`config.mk`:
```
export PLATFORM = sky130hd
export DESIGN_NAME = fifo_reader
export DESIGN_NICKNAME = d
export VERILOG_FILES = /design/src/rtl/fifo_reader_pkg.sv /design/src/rtl/fifo_reader_obuf.sv /design/src/rtl/fifo_reader.sv
export SDC_FILE = /design/constraint.sdc
export NUM_CORES = 1
export LEC_CHECK = 0
export ABC_AREA = 1
export ABC_CLOCK_PERIOD_IN_PS = 3600
export BUFFER_PORTS_ARGS = -buffer_cell sky130_fd_sc_hd__buf_2
export CORE_ASPECT_RATIO = 0.7
export CORE_MARGIN = 5
export CORE_UTILIZATION = 54
export CTS_CLUSTER_DIAMETER = 200
export CTS_CLUSTER_SIZE = 28
export DETAILED_ROUTE_END_ITERATION = 7
export GPL_TIMING_DRIVEN = 0
export PLACE_DENSITY_LB_ADDON = 0.15
export SYNTH_ARGS = -nofsm -noshare
export SYNTH_HDL_FRONTEND = slang
export SYNTH_SLANG_ARGS = --single-unit
```
`constraint.sdc`:
```
create_clock -name clk -period 3.6 [get_ports clk]
set_clock_uncertainty 0.1 [all_clocks]
set_input_delay 0.54 -clock clk [delete_from_list [all_inputs] [get_ports clk]]
set_output_delay 0.54 -clock clk [all_outputs]
set_load 0.02 [all_outputs]
```
`src/rtl/fifo_reader_pkg.sv`:
```
// Shared constants and state type for the transaction-layer FIFO read side.
package fifo_reader_pkg;

  localparam int unsigned DEF_FIFO_DEPTH            = 8;
  localparam int unsigned DEF_FIFO_WORD_SIZE        = 10;
  localparam int unsigned DEF_ALMOST_FULL_THRESHOLD = 6;
  localparam int unsigned OBUF_DEPTH                = 2;

  typedef enum logic [1:0] {
    ST_IDLE   = 2'd0,
    ST_ACTIVE = 2'd1,
    ST_DRAIN  = 2'd2
  } rd_state_t;

endpackage

```
`src/rtl/fifo_reader_obuf.sv`:
```
// Two-entry in-order output buffer; head entry drives dout directly from a register.
module fifo_reader_obuf
  import fifo_reader_pkg::*;
#(
  parameter int unsigned WIDTH = DEF_FIFO_WORD_SIZE
) (
  input  logic             clk,
  input  logic             reset_L,
  input  logic             push,
  input  logic [WIDTH-1:0] din,
  input  logic             pop,
  output logic [WIDTH-1:0] dout,
  output logic [1:0]       occ
);

  logic [WIDTH-1:0] head_q;
  logic [WIDTH-1:0] tail_q;
  logic [1:0]       occ_q;
  logic             pop_ok;

  assign pop_ok = pop && (occ_q != 2'd0);
  assign dout   = head_q;
  assign occ    = occ_q;

  // A push into a full buffer without a pop cannot occur: the reader never
  // issues a FIFO pop unless a slot is guaranteed to be free on arrival.
  always_ff @(posedge clk or negedge reset_L) begin
    if (!reset_L) begin
      head_q <= '0;
      tail_q <= '0;
      occ_q  <= 2'd0;
    end else begin
      unique case (occ_q)
        2'd0: begin
          if (push) begin
            head_q <= din;
            occ_q  <= 2'd1;
          end
        end
        2'd1: begin
          if (push && pop_ok) begin
            head_q <= din;
          end else if (push) begin
            tail_q <= din;
            occ_q  <= 2'd2;
          end else if (pop_ok) begin
            occ_q  <= 2'd0;
          end
        end
        2'd2: begin
          if (pop_ok) begin
            head_q <= tail_q;
            if (push) tail_q <= din;
            else      occ_q  <= 2'd1;
          end
        end
        default: occ_q <= 2'd0;
      endcase
    end
  end

endmodule

```
`src/rtl/fifo_reader.sv`:
```
// FIFO read-side controller: mirrors occupancy from pushes, issues pops and
// delivers the FIFO's registered read data through a 2-entry valid/ready buffer.
module fifo_reader
  import fifo_reader_pkg::*;
#(
  parameter int unsigned FIFO_DEPTH            = DEF_FIFO_DEPTH,
  parameter int unsigned FIFO_WORD_SIZE        = DEF_FIFO_WORD_SIZE,
  parameter int unsigned FIFO_PTR_SIZE         = $clog2(FIFO_DEPTH),
  parameter int unsigned ALMOST_FULL_THRESHOLD = DEF_ALMOST_FULL_THRESHOLD
) (
  input  logic                      clk,
  input  logic                      reset_L,
  input  logic                      enable,
  input  logic                      fifo_push,
  input  logic [FIFO_WORD_SIZE-1:0] fifo_data,
  output logic                      fifo_rd_en,
  output logic [FIFO_WORD_SIZE-1:0] data_out,
  output logic                      valid_out,
  input  logic                      ready_in,
  output logic                      pause,
  output logic                      idle,
  output logic                      error_flag
);

  localparam int unsigned CNT_W = FIFO_PTR_SIZE + 1;
  localparam logic [CNT_W-1:0] CNT_FULL = CNT_W'(FIFO_DEPTH);
  localparam logic [CNT_W-1:0] CNT_THR  = CNT_W'(ALMOST_FULL_THRESHOLD);
  localparam logic [CNT_W-1:0] CNT_ONE  = CNT_W'(1);

  rd_state_t        state_q;
  rd_state_t        state_d;
  logic [CNT_W-1:0] count_q;
  logic             inflight_q;
  logic             err_q;
  logic [1:0]       occ;
  logic             pop_out;
  logic [2:0]       outstanding;

  assign pop_out     = valid_out && ready_in;
  // Words held or arriving after this edge; a new pop is allowed only if a slot remains.
  assign outstanding = {1'b0, occ} + {2'b00, inflight_q} - {2'b00, pop_out};
  assign fifo_rd_en  = (state_q == ST_ACTIVE) && (count_q != '0) && (outstanding < 3'd2);

  assign valid_out  = (occ != 2'd0);
  assign pause      = (count_q >= CNT_THR);
  assign idle       = (state_q == ST_IDLE);
  assign error_flag = err_q;

  always_ff @(posedge clk or negedge reset_L) begin
    if (!reset_L) begin
      state_q <= ST_IDLE;
    end else begin
      state_q <= state_d;
    end
  end

  always_comb begin
    state_d = state_q;
    unique case (state_q)
      ST_IDLE:   if (enable) state_d = ST_ACTIVE;
      ST_ACTIVE: if (!enable) state_d = ST_DRAIN;
      ST_DRAIN: begin
        if (enable)                          state_d = ST_ACTIVE;
        else if (!inflight_q && occ == 2'd0) state_d = ST_IDLE;
      end
      default:   state_d = ST_IDLE;
    endcase
  end

  // A push into a full FIFO with no concurrent pop is lost; count saturates.
  always_ff @(posedge clk or negedge reset_L) begin
    if (!reset_L) begin
      count_q    <= '0;
      inflight_q <= 1'b0;
      err_q      <= 1'b0;
    end else begin
      inflight_q <= fifo_rd_en;
      if (fifo_push && !fifo_rd_en) begin
        if (count_q == CNT_FULL) err_q   <= 1'b1;
        else                     count_q <= count_q + CNT_ONE;
      end else if (!fifo_push && fifo_rd_en) begin
        count_q <= count_q - CNT_ONE;
      end
    end
  end

  fifo_reader_obuf #(
    .WIDTH (FIFO_WORD_SIZE)
  ) u_obuf (
    .clk     (clk),
    .reset_L (reset_L),
    .push    (inflight_q),
    .din     (fifo_data),
    .pop     (pop_out),
    .dout    (data_out),
    .occ     (occ)
  );

endmodule

```
# After elaboration in Yosys (flattened, before gate mapping)
# Index checks and enable logic that the tools add are counted.
[word_totals]
ff_bits = 30
in_bits = 15
word_cells = 75
[op_classes]
addsub = 4
magnitude_cmp = 2
n_eq_ne = 15
muxes = 23
reduce_logical = 24
[op_table]
columns = ["cell", "count"]
rows = [
  ["10-bit 2-to-1 mux", 6],
  ["10-bit one-hot mux with 3 select lines", 1],
  ["2-bit 2-to-1 mux", 10],
  ["10-bit one-hot mux with 2 select lines", 1],
  ["4-bit 2-to-1 mux", 3],
  ["2-bit != test (second input constant)", 6],
  ["2-bit one-hot mux with 3 select lines", 2],
  ["1-bit logical AND", 8],
  ["3-bit AND reduction", 2],
  ["2-bit nonzero test", 3],
  ["5-bit AND reduction", 1],
  ["4-bit by 1-bit adder with 4-bit output (second input constant)", 1],
  ["2-bit by 1-bit == test with 1-bit output (second input constant)", 2],
  ["2-bit == test (second input constant)", 2],
  ["4-bit == test (second input constant)", 1],
  ["4-bit by 3-bit greater-or-equal comparator with 1-bit output (second input constant)", 1],
  ["2-bit logical NOT", 2],
  ["2-bit by 1-bit != test with 1-bit output (second input constant)", 2],
  ["2-bit AND reduction", 2],
  ["4-bit AND reduction", 1],
  ["4-bit nonzero test", 1],
  ["4-bit by 1-bit subtractor with 4-bit output (second input constant)", 1],
  ["2-bit by 1-bit adder with 3-bit output", 1],
  ["1-bit logical NOT", 3],
  ["other kinds (5)", 5],
]

# Longest topological paths before layout
# Gate-level depths: netlist (run 1).
[logic_depth]
ltp_word = 9
ltp_mapped = 18
depth_no_buf = 18

# Hierarchy
# Synthesis (run 1) repeated with hierarchy kept, for this count alone.
[unflattened]
cells_unflattened = 209
area_unflattened_um2 = 1600.3
[modules_own_cells]
columns = ["mod", "n_inst", "cells_each", "area_each_um2", "seq_area_each_um2"]
rows = [
  ["fifo_reader_obuf", 1, 140, 1029.7, 550.5],
  ["fifo_reader", 1, 69, 570.5, 200.2],
]

# Least setup slack after synthesis (run 1)
# No wires, ideal clock.
[synth_timing]
path_type = "in2reg"
startpoint = "input ready_in"
endpoint = "register count_q[3]"
setup_time_ns = 0.117
arrival_ns = 2.937
required_ns = 3.383
slack_ns = 0.446
stages = 17
path_buffers = 0
cell_sequence = "inv_1 nor2_1 ha_1 or2_2 fa_1 inv_1 nor2_1 nand3_1 nand2_1 ha_1 and3_1 nor2_1 inv_1 nand2_1 nand3_1 nand2_1 nand2_1"
[synth_via]
elab_chain_len = 8
[synth_lines]
columns = ["element", "line", "rtl"]
rows = [
  ["from (decl)", "fifo_reader.sv:19", "input logic ready_in,"],
  ["1-bit logical AND *", "fifo_reader.sv:39", "assign pop_out = valid_out && ready_in;"],
  ["3-bit by 1-bit subtractor with 3-bit output *", "fifo_reader.sv:41", "assign outstanding = {1'b0, occ} + {2'b00, inflight_q} - {2'b00, pop_out};"],
  ["3-bit by 2-bit less-than comparator with 1-bit output *", "fifo_reader.sv:42", "assign fifo_rd_en = (state_q == ST_ACTIVE) && (count_q != '0) && (outstanding < 3'd2);"],
  ["1-bit logical AND *", "fifo_reader.sv:42", ""],
  ["1-bit logical NOT", "fifo_reader.sv:78", "if (fifo_push && !fifo_rd_en) begin"],
  ["1-bit logical AND", "fifo_reader.sv:78", ""],
  ["2-bit != test (no line) or 2-bit nonzero test (tied branches)", "--", ""],
  ["2-bit AND reduction (no line)", "--", ""],
  ["to (signal assigned)", "fifo_reader.sv:80", "else count_q <= count_q + CNT_ONE;"],
  ["to (signal assigned)", "fifo_reader.sv:82", "count_q <= count_q - CNT_ONE;"],
  ["to (decl)", "fifo_reader.sv:32", "logic [CNT_W-1:0] count_q;"],
]
# Every way passes the cells marked *; elsewhere a longest branch is shown, timed or not.
# A chain may end at the register's enable or synchronous reset.

# Final worst setup path (run 1)
[layout_timing]
startpoint = "register u_obuf.occ_q[1], in the netlist u_obuf.occ[1]"
endpoint = "register count_q[3]"
[layout_via]
elab_chain_len = 9
[layout_lines]
columns = ["element", "line", "rtl"]
rows = [
  ["from (decl)", "fifo_reader_obuf.sv:18", "logic [1:0] occ_q;"],
  ["from (signal assigned)", "fifo_reader_obuf.sv:31", "occ_q <= 2'd0;"],
  ["from (signal assigned)", "fifo_reader_obuf.sv:37", "occ_q <= 2'd1;"],
  ["from (signal assigned)", "fifo_reader_obuf.sv:45", "occ_q <= 2'd2;"],
  ["branches (longest 2 deep; another with 2-bit by 1-bit adder with 3-bit output)", "--", ""],
  ["3-bit by 1-bit subtractor with 3-bit output *", "fifo_reader.sv:41", ""],
  ["3-bit by 2-bit less-than comparator with 1-bit output *", "fifo_reader.sv:42", ""],
  ["1-bit logical AND *", "fifo_reader.sv:42", ""],
  ["1-bit logical NOT", "fifo_reader.sv:78", ""],
  ["1-bit logical AND", "fifo_reader.sv:78", ""],
  ["2-bit != test (no line) or 2-bit nonzero test (tied branches)", "--", ""],
  ["2-bit AND reduction (no line)", "--", ""],
]
# Mark *: on every way between the ends.

==> out/metrics.csv, run 1 <==
stage,metric,value,unit
logic_synthesis,ys_ff_latch,30,
clock_network,clock-sinks,30,
place,dp_slack,95.4,ps
logic_synthesis,syn_area_per_cell,9.60,µm²
run,cap_violations,0,
timing,report.final.hold_viol_count,0,
routing,routed_wl,3020,µm
power,internal-power,0.000962,W
routing,wl_per_cell,13.2,µm
timing,timing.slew.headroom,0.561,
timing,period_share,0.926,
clock_network,cts_setup_buffers,0,
floorplan,die_area,3940,µm²
worst_setup_path,cp-start-kind,register,
global_routing,busiest_layer,met2,
worst_setup_path,critPathLaunch,u_obuf.occ[1],
worst_setup_path,worstPathArrival,3410,ps
worst_setup_path,cp-endpoint,count_q[3],
power,leakagePower,0.919,nW
timing,finalWorstSetupSlack,266,ps
global_routing,use_met2,0.280,
global_routing,grt_max_degree,31,
timing,finalHoldWorstSlack,188,ps
timing,slew_violations,0,
clock_network,cts-root-buf,clkbuf_8,
hold_path,hp-class,in2async,
final_layout,final_cell_count_no_fill,229,
logic_synthesis,synth_top_family_by_area,simple AND/OR/NAND/NOR gates,
routing,first_pass_iters,4,
logic_synthesis,synth_mux_area_frac,0.100,
routing,drt_iter0_drc,90,
final_layout,drive_above_1_share,0.290,
logic_synthesis,synth_top_area_share,0.501,
logic_synthesis,synth_compound_area_frac,0.0835,
final_layout,layout.nets,212,
worst_setup_path,cp_data_required_time,3670,ps
worst_setup_path,cp-end-kind,register,
routing,vias,1202,
logic_synthesis,synth_cells,156,
logic_synthesis,ys_warn_count,0,
logic_synthesis,seq_area_frac_synth,0.501,
floorplan,num_io_pins,30,
power,clock_power_share,0.171,
power,power_density,907,nW/µm²
logic_synthesis,synth_area_leaders,"dfrtp_1, mux2_4, nand2_1",
timing,setup_tns,0,ps
global_routing,overflow,0,
final_layout,nFillCells,246,
logic_synthesis,synth.net_count,176,
status,outcome,completed,
final_layout,area_growth,19.0,%
timing,min_period,3330,ps
logic_synthesis,ys_types,28,
timing,rsz0062_at_grt,no,
logic_synthesis,post-synth-top-area-cell,dfrtp_1,
global_routing,grt_pass1_vias,1180,
routing,drc_errors,0,
clock_network,clock_path_buffers,2,
power,ir_worst_vdd,0.458,mV
logic_synthesis,synthSimpleGateAreaFrac,0.184,
worst_setup_path,cp_max_fo,5,
global_routing,antenna_found_initial,0,
clock_network,hold_buffers,0,
logic_synthesis,synth_xor_area_frac,0.0175,
worst_setup_path,r2r_slack,270,ps
clock_network,h-tree-depth,2,
clock_network,cts_resized,0,
worst_setup_path,path_class,reg2reg,
final_layout,final-seq-area,751,µm²
power,p_sw,0.000654,W
logic_synthesis,synthAdderAreaFrac,0.0518,
routing,vias_per_cell,5.25,
power,comb_power_share,0.459,
place,detailed_place_hpwl,2190,µm
timing,tightest_slew,659,ps
final_layout,antennaDiodeCount,0,
worst_setup_path,r2r_end,count_q[3],
global_routing,grt_pass1_wl,5210,µm
clock_network,cts_buffers,5,
timing,fmax,0.300,GHz
floorplan,start_util,0.550,
clock_network,clk_latency,280,ps
global_routing,grt.met3_usage,0.0485,
power,swShare,0.405,
logic_synthesis,syn_area,1500,µm²
power,power,0.00162,W
worst_setup_path,timing.reg2reg.worst_path_depth,17,
routing,ant_nets,0,
floorplan,die_w,72.9,µm
worst_setup_path,r2r-start,u_obuf.occ[1],
power,pwr-share-seq,0.370,
place,placed_cells,221,
timing,setup_viol,0,
clock_network,cts_tree,yes,
global_routing,grt_usage,0.181,
floorplan,core.rowCount,16,
clock_network,path_clk_slew,60,ps
floorplan,chipHeight,54.1,µm
final_layout,multiInputGateArea,657,µm²
place,gp_congestion,0.811,
global_routing,grt_use_met1,0.238,
floorplan,core,2720,µm²
place,io_buffers,29,
-- power groups by stage --
stage	sequential (W)	combinational [W]	clock, W
final	0.000598	0.000743	0.000276
after global routing	0.000618	0.000839	0.000293
after CTS	0.000596	0.000748	0.000281
after detailed placement	0.000602	0.000741	0
after global placement	0.000593	0.000716	0
after floorplan	0.000656	0.000479	0
-- cell families after synthesis --
| logic type | Yosys count |
|---|---|
| and+or+nand+nor | 66 |
| DFF | 30 |
| AOI/OAI and AO/OA | 21 |
| buffers and inverters | 21 |
| muxes | 10 |
| adders and majority gates | 5 |
| xor gates and xnor gates | 3 |
-- how the worst min path moves through the flow --
stage	cells past startpoint	slack (ps)	to	start
6_report	1	190	count_q[0]	reset_L
5_1_grt	1	250	count_q[0]	reset_L
4_1_cts	1	210	u_obuf.tail_q[8]	reset_L
3_5_place_dp	1	360	error_flag	error_flag
3_3_place_gp	1	360	error_flag	error_flag
2_1_floorplan	0	140	count_q[0]	reset_L
-- flip-flops by register name, indices dropped and copies added (netlist names) --
signal and cells:
u_obuf.dout 10, u_obuf.tail_q 10, count_q 4, state_q 2
u_obuf.occ 2, error_flag 1, inflight_q 1
-- worst max-delay path, cell delays in order, from the launching register on --
cell and delay, ps:
dfrtp_1 450, nor2_1 160, nor2_1 60, ha_1 260, or2_2 300, fa_1 480, inv_1 40, nor2_1 150
nand3_1 170, nand2_2 160, ha_1 280, and3_1 180, nor2_1 110, inv_1 50, nand2_1 80, nand3_1 80
nand2_1 70, nand2_1 40
-- cells in the mapped netlist --
| master | instances |
|---|---|
| mux2_4 | 10 |
| xor2_1 | 2 |
| dfrtp_1 | 30 |
| nand3_1 | 6 |
| buf_2 | 2 |
| ha_1 | 3 |
| nand3b_1 | 1 |
| nor3_1 | 1 |
| o21bai_1 | 1 |
| nand4_1 | 2 |
| nor2_1 | 18 |
| and3_1 | 1 |
| xnor2_1 | 1 |
| o31ai_1 | 1 |
| or2_2 | 1 |
| fa_1 | 2 |
| o21ai_0 | 6 |
| inv_1 | 14 |
| inv_2 | 2 |
| nand2_1 | 34 |
| buf_4 | 1 |
| a21oi_1 | 1 |
| nor2_2 | 2 |
| a31oi_1 | 10 |
| buf_6 | 1 |
| o21ai_1 | 1 |
| clkbuf_1 | 1 |
| a21boi_0 | 1 |
-- metal layers --
| layer | share of wire | vias to the layer above |
|---|---|---|
| met4 | 0.015 | 0 |
| met3 | 0.069 | 6 |
| met5 | 0 | - |
| met1 | 0.46 | 574 |
| li1 | - | 580 |
| met2 | 0.46 | 42 |
-- through the flow --
stage | area (µm²) | utilization
2_1_floorplan | 1500 | -
5_1_grt | 1780 | 0.654
3_5_place_dp | 1690 | 0.620
3_3_place_gp | 1690 | 0.620
6_report | 1780 | 0.654
4_1_cts | 1780 | 0.653
-- area by class of cell --
class,instances,share of cell area
clock buffer,7,0.0485
timing repair buffer,29,0.0815
sequential,30,0.421
inverter,16,0.0337
buffer,5,0.0183
multi-input combinational,105,0.369
clock inverter,1,0.00281
tap,36,0.0253
-- cell usage in the layout (no fill, tap or decap), types with 2 or more instances in the layout --
| cell | netlist | routed |
|---|---|---|
| xor2_1 | 2 | 2 |
| a31oi_1 | 10 | 10 |
| clkbuf_8 | 0 | 6 |
| nor2_1 | 18 | 18 |
| mux2_4 | 10 | 10 |
| nand4_1 | 2 | 2 |
| inv_1 | 14 | 14 |
| o21ai_0 | 6 | 6 |
| nor2_2 | 2 | 2 |
| inv_2 | 2 | 2 |
| fa_1 | 2 | 2 |
| clkbuf_1 | 1 | 2 |
| nand3_1 | 6 | 6 |
| ha_1 | 3 | 3 |
| dfrtp_1 | 30 | 30 |
| buf_2 | 2 | 31 |
| nand2_1 | 34 | 33 |
Note: power is estimated with default switching activity, not from simulation.
==> inputs of run 2 (changes only) <==
--- a/config.mk
+++ b/config.mk
@@ -14,8 +14,10 @@
 export CTS_CLUSTER_DIAMETER = 200
 export CTS_CLUSTER_SIZE = 28
 export DETAILED_ROUTE_END_ITERATION = 7
+export GPL_ROUTABILITY_DRIVEN = 0
 export GPL_TIMING_DRIVEN = 0
 export PLACE_DENSITY_LB_ADDON = 0.15
 export SYNTH_ARGS = -nofsm -noshare
 export SYNTH_HDL_FRONTEND = slang
+export SYNTH_HIERARCHICAL = 1
 export SYNTH_SLANG_ARGS = --single-unit
==> run 2 against run 1 <==
  * Sequential share of layout area down 1.9 points
  * Largest cell class is now multi-input combinational cells
  * Largest power group unchanged
  * Non-clock buffer count fell by 1
  * Power increased by 6.7%
  * Critical endpoint unchanged
  * Count of clock-buffer cells in the layout is the same
  * First-iteration DRC count shrank 8.9%
==> out/metrics.csv, run 2 <==
stage,metric,value,unit
status,outcome,completed,
place,detailed_place_hpwl,2440,µm
final_layout,most-common-layout-cells,"nand2_1, buf_2, dfrtp_1",
place,io_buffers,29,
power,comb_power_share,0.511,
final_layout,nFillCells,265,
timing,finalWorstSetupSlack,378,ps
clock_network,cts_buffers,5,
routing,ant_nets,0,
timing,report.final.hold_viol_count,0,
logic_synthesis,synth_area_leaders,"dfrtp_1, nand2_1, inv_1",
floorplan,die_w,75.1,µm
logic_synthesis,syn_area,1600,µm²
worst_setup_path,r2r_end,count_q[3],
global_routing,grt_usage,0.182,
logic_synthesis,synth_cells,209,
routing,drt_iter0_drc,82,
worst_setup_path,cp_data_required_time,3660,ps
global_routing,grt_pass1_wl,5950,µm
floorplan,chipHeight,55.5,µm
logic_synthesis,syn_area_per_cell,7.66,µm²
worst_setup_path,cp-start-kind,register,
final_layout,antennaDiodeCount,0,
final_layout,area_growth,16.9,%
global_routing,grt_max_degree,31,
timing,slew_violations,0,
final_layout,final_common_cell,nand2_1,
routing,routed_wl,3400,µm
logic_synthesis,ys.flop_type,dfrtp_1,
power,internal-power,0.000930,W
clock_network,path_clk_slew,60,ps
logic_synthesis,synthTopCellsByCount,"nand2_1, dfrtp_1, inv_1",
global_routing,use_met2,0.268,
worst_setup_path,cp-end-kind,register,
logic_synthesis,yosysMostFrequentCell,nand2_1,
final_layout,fin_util,0.663,
routing,first_pass_iters,4,
worst_setup_path,cp_max_fo,9,
power,p_sw,0.000795,W
clock_network,cts_tree,yes,
floorplan,core,2820,µm²
final_layout,layout.nets,265,
timing,timing.slew.headroom,0.556,
global_routing,antenna_found_initial,0,
clock_network,clk_latency,270,ps
worst_setup_path,timing.reg2reg.worst_path_depth,17,
worst_setup_path,path_class,reg2reg,
global_routing,grt.met3_usage,0.0489,
power,clock_power_share,0.142,
floorplan,die_area,4170,µm²
timing,setup_viol,0,
logic_synthesis,synth_top_area_share,0.469,
logic_synthesis,synth_edf_count,0,
power,swShare,0.461,
timing,tightest_slew,666,ps
global_routing,grt_pass1_vias,1339,
routing,drc_errors,0,
global_routing,grt_use_met1,0.264,
floorplan,start_util,0.567,
power,leakagePower,1.07,nW
clock_network,clock_path_buffers,2,
timing,min_period,3220,ps
final_layout,drive_above_1_share,0.216,
worst_setup_path,r2r_slack,380,ps
logic_synthesis,post-synth-top-area-cell,dfrtp_1,
floorplan,core.rowCount,16,
timing,rsz0062_at_grt,no,
routing,vias,1396,
logic_synthesis,async_flop_share,1.00,
power,ir_worst_vdd,0.483,mV
logic_synthesis,seq_area_frac_synth,0.469,
global_routing,busiest_layer,met2,
clock_network,cts-root-buf,clkbuf_8,
logic_synthesis,ys_warn_count,6,
power,power_density,922,nW/µm²
place,dp_slack,112,ps
worst_setup_path,worstPathArrival,3280,ps
logic_synthesis,synth.net_count,229,
routing,wl_per_cell,12.1,µm
power,power,0.00173,W
timing,setup_tns,0,ps
logic_synthesis,ys_types,25,
worst_setup_path,r2r-start,u_obuf/occ[1],
clock_network,h-tree-depth,2,
global_routing,overflow,0,
timing,fmax,0.310,GHz
timing,period_share,0.895,
clock_network,cts_setup_buffers,0,
clock_network,clock-sinks,30,
hold_path,hp-class,in2async,
logic_synthesis,ys_ff_latch,30,
timing,finalHoldWorstSlack,202,ps
floorplan,num_io_pins,30,
power,pwr-share-seq,0.347,
routing,vias_per_cell,4.97,
run,cap_violations,0,
## run 2: cell count changes after synthesis, sizes merged, moves of 2 or more
cell   delta
a21oi     +2
a31oi    -10
inv       +4
mux2     -10
nand2    +73
nand3    +10
nor2     -11
o21ai     -2
## run 2: through the flow
| step | cells | area (µm²) |
|---|---|---|
| finish | 281 | 1870 |
| global route | 281 | 1870 |
| CTS | 281 | 1870 |
| detailed placement | 274 | 1790 |
| global placement | 274 | 1790 |
| floorplan | 209 | 1600 |
## run 2: timing repair
action                                 in CTS  in global routing
hold buffers                                0                  0
endpoints found under the hold margin       0                  0
setup endpoints to repair                   0                  2
gates resized for setup                     0                  2
## run 2: layout make-up
| type | count | area [µm²] | area share |
|---|---|---|---|
| timing repair buffer | 29 | 145 | 0.0776 |
| clock buffer | 7 | 76.3 | 0.0408 |
| inverter | 20 | 75.1 | 0.0401 |
| buffer | 4 | 22.5 | 0.0120 |
| tap | 36 | 45.0 | 0.0241 |
| multi-input combinational | 155 | 754 | 0.403 |
| sequential | 30 | 752 | 0.402 |
## run 2: kinds of logic after synthesis
group           share of synthesized area
buf+inv                            0.0610
compound gates                     0.0438
simple gates                        0.367
flops                               0.469
xor+xnor                           0.0109
fa+ha+maj                          0.0485
## run 2: worst max-delay path, cell delays in order (launching register included)
cell	delay (ps)
dfrtp_2	460
nor2_1	90
nor2_2	250
ha_1	290
inv_1	50
nand2_1	50
fa_1	480
inv_1	60
nor2_4	120
nand3_2	120
nand2_2	160
ha_1	290
nand2_1	70
nand2_1	40
a21oi_1	150
nand3_1	130
nand4_1	130
nand2_1	70
## run 2: power groups by stage
stage               logic [W]  clock network [W]  registers [W]
CTS                  0.000892           0.000252       0.000597
global placement     0.000857                  0       0.000598
finish               0.000882           0.000245       0.000599
floorplan            0.000600                  0       0.000647
global route          0.00101           0.000269       0.000619
detailed placement   0.000887                  0       0.000599
## run 2: how the worst max path moves through the flow
stage	to	startpoint
global route	count_q[3]	u_obuf/occ[1]
CTS	count_q[3]	u_obuf/occ[1]
global placement	count_q[3]	ready_in
detailed placement	count_q[3]	ready_in
finish	count_q[3]	u_obuf/occ[1]
floorplan	count_q[3]	ready_in
## run 2: layer usage
layer | vias to the layer above | share of wire
met3 | 4 | 0.033
met1 | 649 | 0.52
met4 | 0 | 0.0071
met5 | - | 0
li1 | 723 | -
met2 | 20 | 0.44
==> inputs of run 3 (changes only) <==
--- a/config.mk
+++ b/config.mk
@@ -6,7 +6,7 @@
 export NUM_CORES = 1
 export LEC_CHECK = 0
 export ABC_AREA = 1
-export ABC_CLOCK_PERIOD_IN_PS = 3600
+export ABC_CLOCK_PERIOD_IN_PS = 3200
 export BUFFER_PORTS_ARGS = -buffer_cell sky130_fd_sc_hd__buf_2
 export CORE_ASPECT_RATIO = 0.7
 export CORE_MARGIN = 5
==> constraint.sdc (replaced) <==
create_clock -name clk -period 3.2 [get_ports clk]
set_clock_uncertainty 0.1 [all_clocks]
set_input_delay 0.48 -clock clk [delete_from_list [all_inputs] [get_ports clk]]
set_output_delay 0.48 -clock clk [all_outputs]
set_load 0.02 [all_outputs]
==> run 3 against run 2 <==
  * Clock power rose by 13%
  * Utilization grew 1.9 points
  * Register-to-register slack got worse by 210 ps
  * Power rose by 17%
==> out/metrics.csv, run 3 (same netlist as run 2, synthesis figures left out) <==
stage,metric,value,unit
status,outcome,completed,
floorplan,core,2820,µm²
global_routing,grt_pass1_wl,5960,µm
clock_network,hold_buffers,0,
routing,wl_per_cell,12.2,µm
clock_network,clock_path_buffers,2,
timing,setup_tns,0,ps
timing,finalWorstSetupSlack,168,ps
place,place_area,1790,µm²
power,ir_worst_vdd,0.549,mV
routing,vias_per_cell,4.96,
power,leakagePower,1.10,nW
final_layout,fin_util,0.682,
place,io_buffers,29,
worst_setup_path,critPathLaunch,u_obuf/occ[0],
worst_setup_path,r2r-start,u_obuf/occ[0],
timing,setup_viol,0,
worst_setup_path,path_class,reg2reg,
final_layout,nFillCells,260,
floorplan,num_io_pins,30,
final_layout,layout.nets,270,
floorplan,die_area,4170,µm²
hold_path,hp-class,in2async,
floorplan,core.rowCount,16,
routing,vias,1419,
clock_network,cts-root-buf,clkbuf_8,
worst_setup_path,cp-end-kind,register,
clock_network,clk_latency,270,ps
worst_setup_path,crit_chain,nor2_2 -> nor2_2 -> ha_1 -> inv_1 -> nand2_1 -> fa_1 -> inv_1 -> nor2_4 -> nand3_4 -> nand2_4 -> ha_1 -> nand2_1 -> nand2_1 -> a21oi_1 -> nand3_1 -> nand4_1 -> nand2_1,
floorplan,die_w,75.1,µm
run,cap_violations,0,
place,dp_slack,-271,ps
worst_setup_path,critPathMaxStageDelay,480,ps
clock_network,cts_tree,yes,
timing,slew_violations,0,
timing,report.final.hold_viol_count,0,
clock_network,cts_buffers,5,
final_layout,multiInputGateArea,769,µm²
routing,drt_iter0_drc,65,
final_layout,final_common_cell,nand2_1,
timing,timing.slew.headroom,0.555,
routing,first_pass_iters,4,
timing,min_period,3030,ps
worst_setup_path,slowest_stage,fa_1,
global_routing,grt_max_degree,31,
timing,period_share,0.948,
final_layout,final-seq-area,753,µm²
routing,drc_errors,0,
power,power_density,1050,nW/µm²
final_layout,drive_above_1_share,0.240,
global_routing,overflow,0,
timing,fmax,0.330,GHz
floorplan,start_util,0.567,
worst_setup_path,cp-start-kind,register,
routing,routed_wl,3490,µm
final_layout,most-common-layout-cells,"nand2_1, buf_2, dfrtp_1",
worst_setup_path,path_common_cell,nand2_1,
global_routing,grt_usage,0.183,
final_layout,fin_area,1920,µm²
worst_setup_path,cp_data_required_time,3260,ps
final_layout,antennaDiodeCount,0,
power,power,0.00201,W
global_routing,antenna_found_initial,0,
floorplan,chipHeight,55.5,µm
clock_network,h-tree-depth,2,
clock_network,clock-sinks,30,
worst_setup_path,cp_max_fo,6,
global_routing,grt_pass1_vias,1338,
place,detailed_place_hpwl,2440,µm
timing,tightest_slew,668,ps
worst_setup_path,worstPathArrival,3090,ps
routing,ant_nets,0,
final_layout,area_growth,20.3,%
clock_network,path_clk_slew,60,ps
==> run 3: final timing paths <==
| kind | to | slack, ps | cells after the start |
|---|---|---|---|
| setup / recovery | count_q[3] | 170 | 17 |
| hold / removal | u_obuf/tail_q[5] | 140 | 1 |
| setup reg to reg | count_q[3] | 170 | 17 |
| hold reg to reg | error_flag | 370 | 1 |
| max in group asynchronous | u_obuf/occ[0] | 2380 | 1 |
| min in group clk | u_obuf/tail_q[8] | 320 | 3 |
==> run 3: per-stage QoR <==
stage	hold slack, ps	cells
after CTS	164	282
after global placement	357	274
after global routing	197	286
after detailed placement	359	274
after floorplan	84.4	209
final	144	286
==> run 3: report_power, final <==
part | switching [W] | total [W] | internal (W)
sequential | 0.000126 | 0.000674 | 0.000548
combinational | 0.000671 | 0.00106 | 0.000393
clock | 0.000126 | 0.000276 | 0.000149
==> run 3: area by class of cell <==
cell class,count,share of cell area
plain buffers,4,0.0117
clock buffers,7,0.0397
inverters,20,0.0390
multi-input cells,155,0.400
flip-flops and latches,30,0.391
well taps,36,0.0234
repair buffers,34,0.0949
==> run 3: worst max-delay path: cells and delay by family, from the launching register on <==
kind            cells  cell delay, ps
flops               1             440
fa+ha+maj           3            1010
simple gates       11            1110
compound gates      1             150
buf+inv             2             110
==> run 3: timing repair <==
action | in CTS | in global routing
buffers inserted | 1 | 4
pin swaps | 1 | 0
endpoints found under the setup margin | 2 | 1
hold endpoints to repair | 0 | 0
gates resized for setup | 2 | 4
==> run 3: metal layers <==
metal	part of all wire	global-route usage
met5	0	0
met4	0.0066	0.0457
met3	0.042	0.0489
met2	0.44	0.267
met1	0.51	0.266
